## src/rtl/servo_pose_sequencer.sv

```systemverilog
// servo_pose_sequencer: FIFO of servo poses (duty, dwell) driven through a LOAD/MOVE/DWELL sequencer
module servo_pose_sequencer #(
  parameter int DEPTH       = 8,
  parameter int HOME_DUTY   = 80000,
  parameter int DUTY_MIN    = 50000,
  parameter int DUTY_MAX    = 100000,
  parameter int TICK_CYCLES = 50000
) (
  input  logic                     clk,
  input  logic                     reset,
  input  logic                     cmd_valid,
  output logic                     cmd_ready,
  input  logic [31:0]              cmd_duty,
  input  logic [15:0]              cmd_dwell,
  input  logic                     run,
  input  logic                     abort,
  output logic [31:0]              duty,
  input  logic [31:0]              current_duty,
  output logic                     busy,
  output logic                     done,
  output logic [$clog2(DEPTH):0]   count,
  output logic                     err_range
);
  localparam int AW = $clog2(DEPTH);
  localparam int CW = AW + 1;
  localparam int PW = TICK_CYCLES > 1 ? $clog2(TICK_CYCLES) : 1;
  typedef enum logic [1:0] {IDLE, LOAD, MOVE, DWELL} state_t;
  state_t        state;
  logic [31:0]   q_duty  [DEPTH];
  logic [15:0]   q_dwell [DEPTH];
  logic [AW-1:0] wr_ptr, rd_ptr;
  logic [15:0]   dwell_cnt;
  logic [PW-1:0] presc;
  logic          push, pop, lo, hi;
  logic [31:0]   clamped;
  assign cmd_ready = reset && !abort && count < CW'(DEPTH);
  assign push      = cmd_valid && cmd_ready;
  assign pop       = state == LOAD;
  assign lo        = cmd_duty < 32'(DUTY_MIN);
  assign hi        = cmd_duty > 32'(DUTY_MAX);
  assign clamped   = lo ? 32'(DUTY_MIN) : hi ? 32'(DUTY_MAX) : cmd_duty;
  assign busy      = state != IDLE;
  // pose storage; contents are don't-care until written
  always_ff @(posedge clk)
    if (push) begin
      q_duty[wr_ptr]  <= clamped;
      q_dwell[wr_ptr] <= cmd_dwell;
    end
  // queue pointers, occupancy and the sticky range error; abort flushes the queue
  always_ff @(posedge clk)
    if (!reset) begin
      wr_ptr    <= '0;
      rd_ptr    <= '0;
      count     <= '0;
      err_range <= 1'b0;
    end else begin
      if (push && (lo || hi)) err_range <= 1'b1;
      if (abort) begin
        wr_ptr <= '0;
        rd_ptr <= '0;
        count  <= '0;
      end else begin
        if (push) wr_ptr <= wr_ptr + AW'(1);
        if (pop) rd_ptr <= rd_ptr + AW'(1);
        count <= count + CW'(push) - CW'(pop);
      end
    end
  // sequencer: load head pose, wait for the servo to arrive, then hold for the dwell time
  always_ff @(posedge clk)
    if (!reset) begin
      state     <= IDLE;
      duty      <= 32'(HOME_DUTY);
      dwell_cnt <= '0;
      presc     <= '0;
      done      <= 1'b0;
    end else if (abort) begin
      state     <= IDLE;
      duty      <= current_duty;
      dwell_cnt <= '0;
      presc     <= '0;
      done      <= 1'b0;
    end else begin
      done <= 1'b0;
      case (state)
        IDLE: if (run && count != '0) state <= LOAD;
        LOAD: begin
          duty      <= q_duty[rd_ptr];
          dwell_cnt <= q_dwell[rd_ptr];
          state     <= MOVE;
        end
        MOVE: if (current_duty == duty) begin
          presc <= '0;
          state <= DWELL;
        end
        DWELL: if (dwell_cnt == '0) begin
          state <= run && count != '0 ? LOAD : IDLE;
          done  <= count == '0;
        end else if (presc == PW'(TICK_CYCLES - 1)) begin
          presc     <= '0;
          dwell_cnt <= dwell_cnt - 16'd1;
        end else begin
          presc <= presc + PW'(1);
        end
      endcase
    end
endmodule

```

## config.mk

```make
export PLATFORM = sky130hd
export DESIGN_NAME = servo_pose_sequencer
export DESIGN_NICKNAME = d
export VERILOG_FILES = /design/src/rtl/servo_pose_sequencer.sv
export SDC_FILE = /design/constraint.sdc
export NUM_CORES = 1
export LEC_CHECK = 0
export ABC_AREA = 1
export CAP_MARGIN = 20
export CORE_ASPECT_RATIO = 0.75
export CORE_MARGIN = 2
export CORE_UTILIZATION = 55
export DETAILED_ROUTE_END_ITERATION = 16
export PLACE_DENSITY = 0.82
export REMOVE_ABC_BUFFERS = 1
export SYNTH_ARGS = -nofsm -noshare
export SYNTH_HDL_FRONTEND = slang
export SYNTH_SLANG_ARGS = --single-unit
```

## constraint.sdc

```tcl
create_clock -name clk -period 14.2 [get_ports clk]
set_input_delay 3.55 -clock clk [delete_from_list [all_inputs] [get_ports clk]]
set_output_delay 3.55 -clock clk [all_outputs]
set_load 0.02 [all_outputs]
```

Yosys cells after proc, flatten, opt, wreduce, memory -nomap -nowiden. Memory sizes are Yosys's and may differ from the RTL's. A register that Yosys moved wholly into a read port is not among the register bits. Cells that the tools add are included.

Flip-flop bits (word level): 78. RAM bits: 384. Input bits: 85. Output and inout port bits: 40. Logic and storage cells: 75. Memories: 2.

$add $sub $neg: 6. Magnitude comparators: 3. Equal/unequal tests: 10. Mux-type cells: 22. Bitwise gates (word level): 3. Reductions and logical operators: 20.

Memories: q_duty (words 8, width 32, rd ports 1, clocked after Yosys merged registers in 1, wr ports 1, line 29) `logic [31:0] q_duty [DEPTH];`; q_dwell (words 8, width 16, rd ports 1, clocked after Yosys merged registers in 1, wr ports 1, line 30) `logic [15:0] q_dwell [DEPTH];`.

Operator list (count): 32-bit two-way mux (4); 16-bit two-way mux (5); 16-bit one-hot mux with 2 select lines (2); 32-bit == test (1); 32-bit by 17-bit > comparator with 1-bit output (second input constant) (1); 32-bit by 16-bit < comparator with 1-bit output (second input constant) (1); 16-bit by 1-bit adder with 16-bit output (second input constant) (1); 16-bit == test (second input constant) (1); 16-bit zero test (1); 16-bit by 1-bit subtractor with 16-bit output (second input constant) (1); 3-bit two-way mux (4); 2-bit inequality test (second input constant) (5); 3-bit AND reduction (3); 2-bit one-hot mux with 4 select lines (1); 2-bit nonzero test (4); 3-bit by 1-bit adder with 3-bit output (second input constant) (2); 2-bit two-way mux (3); 1-bit logical AND (5); 4-bit by 1-bit adder with 4-bit output (1); 2-bit == test (second input constant) (2); 4-bit zero test (1); 4-bit < comparator (second input constant) (1); 4-bit nonzero test (1); 4-bit OR reduction (1); 8 further kinds (12).

Logic depth before layout (Yosys ltp).
Word-level depth: 6. Mapped depth: 13. Gate-level depth less buffers: 13.

Worst setup path before layout. OpenSTA, ideal clock, no wires.

Path kind: input-to-reg. From: input port abort. To: memory q_duty[7][0], enable pin. Setup time: 0.513 ns. Arrival: 7.887 ns. Required time: 13.687 ns. Path slack: 5.800 ns. Cell stages on the path: 8. Buffers on the path: 1. Cells stage by stage: clkbuf_1 nor2_2 inv_2 nor2_2 nand2_1 inv_1 nand2_1 nor3_1.

Cells in the longest elaborated chain, start to end: 6.

RTL lines: start, declared (line 16) `input logic abort,`; 1-bit zero test (line 36) `assign cmd_ready = reset && !abort && count < CW'(DEPTH);`; 1-bit logical AND (2 in series) (line 36); net cmd_ready (line 12) `output logic cmd_ready,`; 1-bit logical AND (line 37) `assign push = cmd_valid && cmd_ready;`; 1-bit two-way mux (line 45) `if (push) begin`; 1-bit two-way mux (not written as such) (line 46) `q_duty[wr_ptr] <= clamped;`; end, declared (line 29).

The timed path passes the listed nets, and every way through them passes these cells.

Worst setup path after layout.
From: input port reset. To: output port cmd_ready.

Cells in the longest elaborated chain, start to end: 2.

RTL lines: start, declared (line 10) `input logic reset,`; 1-bit logical AND (2 in series) (line 36); end, declared (line 12).

Every way passes these cells.

==> impl_metrics.py <==
metrics = {
    "worst_setup_path": {
        "cp-end-kind": "primary output",
        "r2r_slack_ps": 10960,
        "worstPathMaxFanout": 34,
        "cp_data_arrival_time_ps": 6480,
        "crit_path_start_kind": "input port",
        "crit_required_ps": 10650,
        "critPathKind": "in2out",
    },
    "timing": {
        "finalCriticalPeriod_ps": 10030,
        "finalSetupViolCount": 0,
        "max_slew_margin": 0.290,
        "worstMarginPinSlew_ps": 1070,
        "rsz0062_at_grt": "no",
        "slew_violations": 0,
        "fin_skew_ps": 13.3,
        "finalSetupTns_ps": 0,
        "hold_violations": 0,
        "clock.fmax_mhz": 99.7,
        "fin_crit_sh": 0.707,
    },
    "routing": {
        "remaining_drc_errors": 0,
        "drt_iter0_drc": 1788,
        "routed_via_density": 5.80,
        "drtAntennaViolNets": 0,
        "first_pass_iters": 6,
        "vias": 14500,
        "post_drt_wl_per_cell_um": 18.8,
        "totalWireLength_um": 46900,
    },
    "cells_and_area": {
        "n_fill_cell": 2601,
        "drive_gt1_frac": 0.0704,
        "fin_area_um2": 23300,
        "syn2layout_area_growth_pct": 17.9,
        "nets": 2093,
    },
    "global_route": {
        "grt_usage": 0.247,
        "grt_remaining_overflow": 0,
        "first_global_vias": 14000,
        "antenna_found_initial": 1,
        "grt_start_max_net_pins": 107,
        "grt_pass1_wl_um": 72800,
    },
    "clock_tree": {
        "clockRootBuffer": "clkbuf_16",
        "hold_buffers": 0,
        "cts_made_buffers": 45,
        "cts-htree-levels": 2,
        "clk_latency_ps": 560,
        "cts_setup_buffers": 0,
        "cts_max_path_buffers": 3,
        "numClockSinks": 465,
        "clkTransAtPathRegs_ps": 60,
        "cts_resized": 0,
        "cts_tree": "yes",
    },
    "place": {
        "routabilityCongestion": 0.829,
        "place_area_um2": 21700,
        "dpl.hpwl_um": 27200,
        "port-buffer-count": 124,
    },
    "synthesis": {
        "synth_flop_cell": "edfxtp_1",
        "syn_inst": 1783,
        "async_flop_share": 0,
        "ys_seq_area_frac": 0.667,
        "yosysWarnings": 0,
        "ys_ff_latch": 465,
        "synth_top_area_share": 0.585,
        "yosys.area.top_type": "edfxtp_1",
        "avgSynthCellArea_um2": 11.1,
        "synth_cell_types": 52,
        "synthesis.area_um2": 19700,
        "synth-edff-count": 384,
        "synth_area_leaders": "edfxtp_1 58%, dfxtp_1 8.2%, nor2_1 6.1%, o21ai_0 5.4%, nand2_1 4.1%",
    },
    "floorplanning": {
        "die-height_um": 168,
        "rows": 60,
        "dieArea_um2": 37400,
        "core_area_um2": 35600,
        "initial_core_util": 0.554,
        "ios": 125,
        "fp.dieW_um": 223,
    },
    "pwr": {
        "vdd_drop_max_mv": 0.0966,
        "switching_share": 0.207,
        "powerDensity_nw_per_um2": 122,
        "power_switching_mw": 0.587,
        "p_int_mw": 2.26,
        "power_frac_comb": 0.047,
        "p_clk_frac": 0.429,
        "p_leak_nw": 8.26,
        "pwr-share-seq": 0.524,
    },
    "run": {
        "cap_violations": 0,
    },
    "hold_path": {
        "hp-class": "reg2reg",
    },
    "run_status": {
        "run_status": "completed",
    },
}
==> cells in the final DEF (no fill, tap or decap), drive strengths merged, types with 11 or more instances in the layout <==
| cell type | synthesis | layout |
|---|---|---|
| a21oi | 47 | 47 |
| a31oi | 27 | 27 |
| buf | 41 | 21 |
| clkbuf | 60 | 57 |
| clkdlybuf4s50 | 0 | 124 |
| clkinv | 1 | 21 |
| conb | 1 | 120 |
| dfxtp | 81 | 81 |
| edfxtp | 384 | 384 |
| ha | 14 | 14 |
| inv | 76 | 76 |
| nand2 | 227 | 227 |
| nand3 | 61 | 61 |
| nor2 | 326 | 326 |
| nor3 | 11 | 11 |
| o211ai | 32 | 32 |
| o21ai | 240 | 240 |
| o221ai | 42 | 42 |
| o22ai | 48 | 48 |
| xnor2 | 29 | 29 |
==> worst paths after layout <==
check | start | end | cells past startpoint
max reg2reg | flip-flop | dwell_cnt[11] | 10
max | reset | cmd_ready | 7
min | rd_ptr[1] | flip-flop | 2
min reg2reg | rd_ptr[1] | flip-flop | 2
==> state kept, by name, indices dropped and copies added, names as in the netlist, named ones only <==
name and count:
wr_ptr 3, done 1, rd_ptr 3, count 4, dwell_cnt 16, duty 32
q_duty 256, state 2, err_range 1, presc 16, q_dwell 128
==> kinds of logic after synthesis <==
group                    share of synthesized area
AO/OA/AOI/OAI                                0.134
XOR/XNOR                                    0.0160
adder cells (fa/ha/maj)                    0.00989
buffers and inverters                       0.0389
flip-flops                                   0.667
multiplexers                              0.000507
other                                     0.000190
AND/OR/NAND/NOR                              0.134
==> Yosys cell counts, types with 2 or more instances <==
cell and instances:
nand3b_1 2, o211ai_1 32, nor3_1 9, buf_2 29
xor2_1 7, edfxtp_1 384, ha_1 14, or2_2 3
nand2_4 2, nand3_1 59, o21ai_1 26, or2_1 2
buf_6 4, clkbuf_1 60, inv_2 8, nor3b_1 3
a31oi_1 27, o21bai_1 3, o21ai_0 213, nor2_2 4
buf_4 6, nand4_1 3, a21oi_1 35, xnor2_1 29
nor2_1 322, o22ai_1 48, a21oi_2 12, inv_1 68
nand2_2 8, and2_1 2, dfxtp_1 81, o221ai_1 42
nand2_1 217
==> power groups by stage <==
stage / combinational, mW / sequential, mW / clock (mW)
6_report: 0.134 / 1.49 / 1.22
5_1_grt: 0.145 / 1.49 / 1.28
4_1_cts: 0.132 / 1.49 / 1.23
3_5_place_dp: 0.131 / 1.52 / 0
3_3_place_gp: 0.126 / 1.52 / 0
2_1_floorplan: 0.0563 / 1.53 / 0
==> layer usage <==
| layer | track usage | vias to the layer above | wire [um] |
|---|---|---|---|
| met3 | 0.0450 | 100 | 4380 |
| met4 | 0.0782 | 0 | 1080 |
| met1 | 0.345 | 7001 | 19600 |
| met2 | 0.396 | 714 | 21900 |
| met5 | 0 | - | 0 |
| li1 | - | 6663 | - |
==> worst max-delay path: stages <==
cell	delay (ps)
clkdlybuf4s50_1	460
clkinv_1	60
buf_4	280
nor2_2	770
inv_2	490
nor2_2	220
clkdlybuf4s50_1	630
==> area by class of cell <==
class / count / area, um^2 / area share
Tap cell: 465 / 582 / 0.0250
Clock inverter: 27 / 279 / 0.0120
Multi-Input combinational cell: 1259 / 6310 / 0.272
Inverter: 77 / 293 / 0.0126
Antenna cell: 1 / 2.50 / 0.000108
Clock buffer: 57 / 1220 / 0.0526
Sequential cell: 465 / 13200 / 0.566
Timing Repair Buffer: 145 / 1400 / 0.0602
==> stage by stage <==
| stage | setup WS [ps] | hold WS (ps) | total power, mW | instances | utilization |
|---|---|---|---|---|---|
| 4_1_cts | 4200 | 495 | 2.85 | 2495 | 0.653 |
| 2_1_floorplan | 4770 | 458 | 1.58 | 1801 | - |
| 3_3_place_gp | 4270 | 476 | 1.64 | 2411 | 0.611 |
| 3_5_place_dp | 4220 | 482 | 1.65 | 2411 | 0.611 |
| 6_report | 4170 | 497 | 2.84 | 2496 | 0.653 |
| 5_1_grt | 4010 | 535 | 2.92 | 2496 | 0.653 |
Power figures use the tool's default switching activity.
